--- src/rtl/buff_uart_tx.sv ---
// rtl/buff_uart_tx.sv - streams the 256-byte ADC buffer as one UART 8N1 frame behind a two-byte sync header
// Defining BUFF_TX_CKSUM_EN appends a mod-256 sum of the data bytes as a trailing byte.
module buff_uart_tx #(
  parameter int unsigned CLK_DIV = 217,
  parameter logic [7:0]  HDR0    = 8'hA5,
  parameter logic [7:0]  HDR1    = 8'h5A
) (
  input  logic       clk,
  input  logic       reset,
  input  logic       write_done,
  output logic [7:0] read_addr,
  input  logic [7:0] dout,
  output logic       txd,
  output logic       busy,
  output logic       frame_done,
  output logic       overrun
);

  typedef enum logic [2:0] {
    S_IDLE,
    S_HDR,
    S_SEND,
    S_CKSUM,
    S_DONE
  } state_t;

  localparam logic [15:0] BIT_LAST = 16'(CLK_DIV - 1);

  state_t      r_state;
  state_t      w_next;
  logic [15:0] r_bit_cnt;
  logic [3:0]  r_bit_idx;
  logic [7:0]  r_shift;
  logic        r_hdr_sel;
  logic [7:0]  r_addr;
  logic        r_overrun;

  logic w_start;
  logic w_tx;
  logic w_bit_end;
  logic w_stop_start;
  logic w_stop_end;
  logic w_last_byte;
  logic w_load_data;
  logic w_data_bit_end;

  // A frame can be accepted from IDLE or from the DONE cycle, so frames may run back-to-back.
  assign w_start        = ((r_state == S_IDLE) || (r_state == S_DONE)) && write_done;
  assign w_tx           = (r_state == S_HDR) || (r_state == S_SEND) || (r_state == S_CKSUM);
  assign w_bit_end      = w_tx && (r_bit_cnt == BIT_LAST);
  assign w_stop_start   = w_bit_end && (r_bit_idx == 4'd8);
  assign w_stop_end     = w_bit_end && (r_bit_idx == 4'd9);
  assign w_data_bit_end = w_bit_end && (r_bit_idx != 4'd0) && (r_bit_idx != 4'd9);
  // Address advances during every data stop bit, so it reads 0 again only after byte 255.
  assign w_last_byte    = (r_state == S_SEND) && (r_addr == 8'd0);
  assign w_load_data    = w_stop_end &&
                          (((r_state == S_HDR) && r_hdr_sel) ||
                           ((r_state == S_SEND) && !w_last_byte));

  always_ff @(posedge clk or posedge reset) begin
    if (reset) begin
      r_state <= S_IDLE;
    end else begin
      r_state <= w_next;
    end
  end

  always_comb begin
    w_next = r_state;
    case (r_state)
      S_IDLE: begin
        if (write_done) w_next = S_HDR;
      end
      S_HDR: begin
        if (w_stop_end && r_hdr_sel) w_next = S_SEND;
      end
      S_SEND: begin
        if (w_stop_end && w_last_byte) begin
`ifdef BUFF_TX_CKSUM_EN
          w_next = S_CKSUM;
`else
          w_next = S_DONE;
`endif
        end
      end
      S_CKSUM: begin
        if (w_stop_end) w_next = S_DONE;
      end
      S_DONE: begin
        w_next = write_done ? S_HDR : S_IDLE;
      end
      default: w_next = S_IDLE;
    endcase
  end

  always_comb begin
    txd        = 1'b1;
    busy       = 1'b0;
    frame_done = 1'b0;
    case (r_state)
      S_HDR, S_SEND, S_CKSUM: begin
        busy = 1'b1;
        if (r_bit_idx == 4'd0) begin
          txd = 1'b0;
        end else if (r_bit_idx != 4'd9) begin
          txd = r_shift[0];
        end
      end
      S_DONE: frame_done = 1'b1;
      default: begin
        txd = 1'b1;
      end
    endcase
  end

`ifdef BUFF_TX_CKSUM_EN
  logic [7:0] r_acc;

  always_ff @(posedge clk or posedge reset) begin
    if (reset) begin
      r_acc <= 8'd0;
    end else if (w_start) begin
      r_acc <= 8'd0;
    end else if (w_load_data) begin
      r_acc <= r_acc + dout;
    end
  end
`endif

  always_ff @(posedge clk or posedge reset) begin
    if (reset) begin
      r_bit_cnt <= 16'd0;
      r_bit_idx <= 4'd0;
      r_shift   <= 8'd0;
      r_hdr_sel <= 1'b0;
      r_addr    <= 8'd0;
    end else if (w_start) begin
      r_bit_cnt <= 16'd0;
      r_bit_idx <= 4'd0;
      r_shift   <= HDR0;
      r_hdr_sel <= 1'b0;
      r_addr    <= 8'd0;
    end else if (w_tx) begin
      if (w_bit_end) begin
        r_bit_cnt <= 16'd0;
        r_bit_idx <= (r_bit_idx == 4'd9) ? 4'd0 : r_bit_idx + 4'd1;
      end else begin
        r_bit_cnt <= r_bit_cnt + 16'd1;
      end
      if (w_stop_start && (r_state == S_SEND)) begin
        r_addr <= r_addr + 8'd1;
      end
      if (w_data_bit_end) begin
        r_shift <= {1'b0, r_shift[7:1]};
      end else if (w_stop_end && (r_state == S_HDR) && !r_hdr_sel) begin
        r_shift   <= HDR1;
        r_hdr_sel <= 1'b1;
      end else if (w_load_data) begin
        r_shift <= dout;
      end
`ifdef BUFF_TX_CKSUM_EN
      else if (w_stop_end && w_last_byte) begin
        r_shift <= r_acc;
      end
`endif
    end
  end

  always_ff @(posedge clk or posedge reset) begin
    if (reset) begin
      r_overrun <= 1'b0;
    end else if (write_done && busy) begin
      r_overrun <= 1'b1;
    end
  end

  assign read_addr = r_addr;
  assign overrun   = r_overrun;

endmodule

--- config.mk ---
export PLATFORM = sky130hd
export DESIGN_NAME = buff_uart_tx
export DESIGN_NICKNAME = d
export VERILOG_FILES = /design/src/rtl/buff_uart_tx.sv
export SDC_FILE = /design/constraint.sdc
export NUM_CORES = 1
export LEC_CHECK = 0
export BUFFER_PORTS_ARGS = -buffer_cell sky130_fd_sc_hd__buf_2
export CORE_MARGIN = 4
export CORE_UTILIZATION = 55
export CTS_BUF_LIST = sky130_fd_sc_hd__clkbuf_8
export DETAILED_ROUTE_END_ITERATION = 16
export GPL_TIMING_DRIVEN = 0
export PLACE_DENSITY = 0.75
export SYNTH_ARGS = -nofsm -noshare
export SYNTH_HDL_FRONTEND = slang
export SYNTH_SLANG_ARGS = --single-unit
export TNS_END_PERCENT = 20
--- constraint.sdc ---
create_clock -name clk -period 3.7 [get_ports clk]
set_clock_uncertainty 0.1 [all_clocks]
set_input_delay 0.185 -clock clk [delete_from_list [all_inputs] [get_ports clk]]
set_output_delay 0.185 -clock clk [all_outputs]
set_load 0.02 [all_outputs]
==> results of run 1 <==
[critical path, cell delays in order (launching register included)]
cell and delay, ns:
dfrtp_1 0.43, inv_1 0.08, ha_1 0.15, nor4b_2 0.38, nand3_1 0.36, nor2_2 0.40, o2111ai_1 0.28, a31o_2 0.31
[worst min path at each step]
stage / end / depth (start not counted) / slack, ns
finish: overrun / 2 / 0.02
global route: overrun / 2 / 0.03
CTS: overrun / 2 / 0.01
detailed placement: read_addr[4] / 2 / 0.33
global placement: overrun / 2 / 0.32
floorplan: overrun / 1 / 0.20
[Yosys cell counts, types with 2 or more instances]
cell type,instances
o21ai_0,8
clkbuf_1,4
or4_1,4
xnor2_1,15
o211ai_1,4
o21a_1,3
a21oi_1,17
nor3_1,12
ha_1,7
nand3_1,14
dfrtp_1,41
inv_1,14
o2111ai_1,2
nor3b_2,2
xor2_1,3
or3_1,5
nor2_1,27
nand2b_1,2
nor4b_2,2
o31ai_1,3
nand2_1,18
o21ai_1,4
a21o_1,2
and4_1,3
[where the power goes]
part / leakage [nW] / internal (mW) / switching, mW
clock network: 0.0574 / 0.219 / 0.162
logic: 0.553 / 0.103 / 0.149
registers: 0.531 / 0.492 / 0.0541
total: 1.14 / 0.815 / 0.365
[flip-flops by register name (all words and copies together), names as in the netlist]
signal,cells
overrun,1
r_bit_cnt,16
r_bit_idx,4
r_hdr_sel,1
r_state,3
r_shift,8
read_addr,8
[cell type report]
type	count	share of cell area [%]
inverters	15	2.17
well taps	50	2.41
repair buffers	23	4.63
plain buffers	7	1.50
clock buffers	6	3.18
multi-input cells	180	45.1
flip-flops and latches	41	39.6
clock inverters	2	1.45
[metal layers]
layer	part of all wire [%]	up-vias
met2	46	42
met1	48	914
met5	0	-
met4	1.0	0
met3	4.9	5
li1	-	918
[logic make-up (layout without fill, tap and decap cells)]
kind of cell / Yosys count / in the layout / synth area share (%)
xor gates and xnor gates: 18 / 18 / 6.88
AOI/OAI and AO/OA: 52 / 52 / 14.7
and+or+nand+nor: 102 / 102 / 25.2
adders and majority gates: 7 / 7 / 3.82
muxes: 1 / 1 / 0.437
DFF: 41 / 41 / 44.8
buffers and inverters: 22 / 53 / 4.15
==> reports/qor.yml, run 1 <==
synth:
  ys_seq_area_share_pct: 44.8
  synthTopCellsByArea: "dfrtp_1, xnor2_1, nor2_1"
  syn_inst: 243
  synth-edff-count: 0
  synthesis.nets: 261
  synth-warning-count: 0
  synth_top_area_share_pct: 44.8
  synth.avg_cell_area_sq_um: 9.43
  ys_types: 51
  yosys.area.top_type: "dfrtp_1"
  ys_seq_elements: 41
  synth_area_sq_mm: 0.00229
  synth-main-ff-cell: "dfrtp_1"
  synthArstFlopShare_pct: 100
critical_path:
  criticalPathCategory: "register to register"
  rr_worst_depth: 7
  critPathCaptureType: "register"
  crit_end: "r_state[0]"
  r2r-end: "r_state[0]"
  crit_path_start_kind: "register"
  startpoint: "r_bit_cnt[0]"
  worstPathMaxFanout: 8
  ff2ff_setup_slack_ns: 1.10
  reg2reg_from: "r_bit_cnt[0]"
  cp.arrival_ns: 2.69
  cp.required_ns: 3.79
sta:
  tns_ns: 0
  maxSlewViolCount: 0
  post-route-period-util_pct: 70.2
  setup_viol: 0
  finalHoldViolCount: 0
  tightest_slew_ns: 0.839
  fin_ws_ns: 1.10
  period_needed_ns: 2.60
  slew-limit-headroom_pct: 44.0
  hold_ws_ns: 0.0240
  fmax_ghz: 0.385
  rsz0062_at_grt: "no"
clock_network:
  hold_buffers: 1
  cts_max_level: 2
  cts_tree: "done"
  cts_setup_buffers: 0
  ctsResizeCount: 0
  root_buffer: "clkbuf_8"
  cts_buffer_depth: 2
  cts_inserted_buffers: 5
  cts_sinks: 41
  path_clk_slew_ns: 0.08
  clkLatencyLatePin_ns: 0.30
cells_and_area:
  drive_gt1_share_pct: 17.9
  stdcell_count: 324
  n_antenna_cell: 0
  layout.nets: 291
  layout_common_cells: "dfrtp_1, nor2_1, buf_2"
  mostFrequentLayoutCell: "dfrtp_1"
  syn2layout_area_growth_pct: 13.2
  multi_input_area_sq_mm: 0.00117
  seqCellArea_sq_mm: 0.00103
  fill_cells: 380
  final_design_area_no_fill_sq_mm: 0.00259
  final_util_pct: 64.4
grt:
  grt_pass1_wl_um: 8630
  grt_use_met3_pct: 4.16
  grt_use_total_pct: 21.1
  grt_busiest_layer: "met2"
  grt_antenna_before_repair: 0
  globalRouteOverflowTotal: 0
  grtUsageMet2_pct: 33.4
  grt_pass1_vias: 1838
  met1_usage_pct: 29.4
  grt_max_degree: 42
floorplan:
  die_w_um: 72.5
  num_rows: 23
  die_h_um: 72.5
  initial_core_util_pct: 56.9
  coreArea_sq_mm: 0.00403
  pin_count: 23
  dieArea_sq_mm: 0.00526
placement:
  numPortBuffers: 22
  placed_cell_area_sq_mm: 0.00246
  place_inst: 315
  dp_hpwl_um: 3400
  dp_slack_ns: 1.12
  gp_routability_congestion: 0.814
pwr:
  peakVddDrop_mv: 0.259
  p_per_area_mw_per_mm2: 455
  p_leak_nw: 1.14
  power_mw: 1.18
detailed_routing:
  drc: 0
  dr.pass1.iters: 4
  vias: 1879
  routed_via_density: 5.80
  wl_um: 4910
  drt_iter0_markers: 108
  wire_per_inst_um: 15.2
  antenna_left: 0
run_status:
  outcome: "finished clean"
run:
  drv_cap: 0
hold_path:
  min_from: "write_done"
  hold_path_class: "input port to register"
No activity file was read; power rests on OpenSTA's default activity.
==> run 2: changes to the inputs <==
- clock period: 3.7 -> 2.7 ns (I/O delays scaled with it)
==> run 2 against run 1 <==
  * Non-clock buffer count rose by 1
  * Hold slack got worse by 0.015 ns
  * Combinational power up 39%
  * Critical path depth stayed put
  * Highest routed layer unchanged
  * Sequential cell count did not move
==> reports/qor.yml, run 2 (synthesis gave the netlist of run 1 again) <==
floorplan:
  die_w_um: 72.5  # unchanged
  coreArea_sq_mm: 0.00403  # unchanged
  initial_core_util_pct: 56.9  # unchanged
  pin_count: 23  # unchanged
  die_h_um: 72.5  # unchanged
  num_rows: 23  # unchanged
  dieArea_sq_mm: 0.00526  # unchanged
critical_path:
  r2r-end: "r_bit_idx[2]"
  crit_top_cell: "or3_1"
  criticalPathCategory: "register to register"
  path_cells: "inv_1 -> ha_1 -> nor4b_2 -> nand3_2 -> or3_1 -> or3_1 -> a21oi_2"
  critPathCaptureType: "register"
  critPathMaxStageDelay_ns: 0.43  # about the same
  worst-path-buf-inv: 1  # unchanged
  cp.arrival_ns: 2.53  # -0.16 ns
  crit_path_top_delay_cell: "dfrtp_1"
  cp.required_ns: 2.82  # -0.97 ns
  rr_worst_depth: 7  # unchanged
  critical-path-top-delay-family: "simple AND/OR/NAND/NOR gates"
  ff2ff_setup_slack_ns: 0.29  # -0.81 ns
  reg2reg_from: "r_bit_cnt[0]"
  crit_path_start_kind: "register"
  worstPathMaxFanout: 8  # unchanged
detailed_routing:
  wire_per_inst_um: 15.2  # +0.32%
  dr.pass1.iters: 4  # unchanged
  drc: 0  # unchanged
  wl_met1_um: 2340  # -0.59%
  vias: 1890  # +0.59%
  wl_um: 4940  # +0.63%
  drt_iter0_markers: 96  # -11%
  maxUsedRoutingLayer: "met4"
  wl_met3_um: 279  # +17%
  routed_via_density: 5.82  # +0.28%
  met2_length_um: 2270  # +0.35%
  antenna_left: 0  # unchanged
clock_network:
  cts_max_level: 2  # unchanged
  cts_buffer_depth: 2  # unchanged
  cts_setup_buffers: 0  # unchanged
  clkLatencyLatePin_ns: 0.30  # about the same
  root_buffer: "clkbuf_8"
  path_clk_slew_ns: 0.08  # about the same
  cts_sinks: 41  # unchanged
  cts_inserted_buffers: 5  # unchanged
  cts_tree: "done"
hold_path:
  hold_path_class: "input port to register"
  min_to: "r_shift[7]"
  min_from: "dout[7]"
  hold_depth: 3  # +1
placement:
  numPortBuffers: 22  # unchanged
  place_inst: 315  # unchanged
  placed_cell_area_sq_mm: 0.00246  # unchanged
  gp_routability_congestion: 0.814  # unchanged
  dp_hpwl_um: 3400  # unchanged
cells_and_area:
  largest-register: "r_bit_cnt"
  stdcell_count: 325  # +0.31%
  seqCellArea_sq_mm: 0.00103  # unchanged
  layout_common_cells: "dfrtp_1, nor2_1, buf_2"
  layout.nets: 292  # +0.34%
  multi_input_area_sq_mm: 0.00118  # +0.86%
  drive_gt1_share_pct: 18.2  # +0.30 points
  syn2layout_area_growth_pct: 14.1
  mostFrequentLayoutCell: "dfrtp_1"
  n_antenna_cell: 0  # unchanged
  fill_cells: 377  # -0.79%
  final_design_area_no_fill_sq_mm: 0.00261  # +0.77%
  largest_register_ffs: 16  # unchanged
grt:
  grt_pass1_wl_um: 8670  # +0.48%
  grt_max_degree: 42  # unchanged
  grt_antenna_before_repair: 0  # unchanged
  grt_pass1_vias: 1849  # +0.60%
  grt_use_total_pct: 21.2  # +0.087 points
  globalRouteOverflowTotal: 0  # unchanged
sta:
  maxSlewViolCount: 0  # unchanged
  tns_ns: 0  # unchanged
  fmax_ghz: 0.416  # +7.9%
  setup_viol: 0  # unchanged
  finalHoldViolCount: 0  # unchanged
  slew-limit-headroom_pct: 43.7  # -0.27 points
  hold_ws_ns: 0.00861  # -0.0154 ns
  tightest_slew_ns: 0.843  # +0.00406 ns
  post-route-period-util_pct: 89.1  # +19 points
  rsz0062_at_grt: "no"
  period_needed_ns: 2.41  # -0.190 ns
run:
  drv_cap: 0  # unchanged
run_status:
  outcome: "finished clean"
pwr:
  p_per_area_mw_per_mm2: 620  # +36%
  peakVddDrop_mv: 0.356  # +37%
  p_leak_nw: 1.15  # +0.40%
run 2: final cells by class:
cell class | instances | share of cell area, %
clock buffer | 6 | 3.16
sequential | 41 | 39.3
timing repair buffer | 24 | 4.98
clock inverter | 2 | 1.44
buffer | 7 | 1.48
inverter | 15 | 2.15
tap | 50 | 2.39
multi-input combinational | 180 | 45.1
run 2: timing repair:
item,CTS,global route
resized for setup,0,2
setup endpoints to repair,0,2
endpoints found under the hold margin,42,0
hold buffers,2,0
run 2: tightest hold or removal path: stages:
cell and delay (ns):
buf_2 0.07, nand4_1 0.07, nand3_1 0.09
run 2: how the worst max path moves through the flow:
stage               cells past startpoint      endpoint    startpoint
finish                                  7  r_bit_idx[2]  r_bit_cnt[0]
global placement                        7    r_state[0]  r_bit_cnt[0]
detailed placement                      7    r_state[0]  r_bit_cnt[0]
floorplan                               7  r_bit_idx[2]  r_bit_cnt[0]
CTS                                     7    r_state[0]  r_bit_cnt[0]
global route                            7  r_bit_idx[2]  r_bit_cnt[0]
run 2: report_power, final:
part | switching [mW] | internal (mW) | leakage, nW | total, mW
clock | 0.222 | 0.301 | 0.0574 | 0.523
sequential | 0.0735 | 0.675 | 0.531 | 0.748
combinational | 0.207 | 0.143 | 0.557 | 0.350
run 2: per-layer routing:
metal | track usage, % | up-vias
li1 | - | 920
met1 | 29.5 | 919
met2 | 33.6 | 47
met3 | 4.16 | 4
met4 | 6.15 | 0
met5 | 0 | -
run 2: per-stage QoR:
| stage | utilization (%) | total power, mW | setup WS [ns] |
|---|---|---|---|
| 5_1_grt | 64.9 | 1.71 | 0.142 |
| 4_1_cts | 64.6 | 1.63 | 0.0888 |
| 3_5_place_dp | 61.1 | 1.10 | 0.116 |
| 3_3_place_gp | 61.1 | 1.09 | 0.133 |
| 2_1_floorplan | - | 1.00 | 0.561 |
| 6_report | 64.9 | 1.62 | 0.294 |
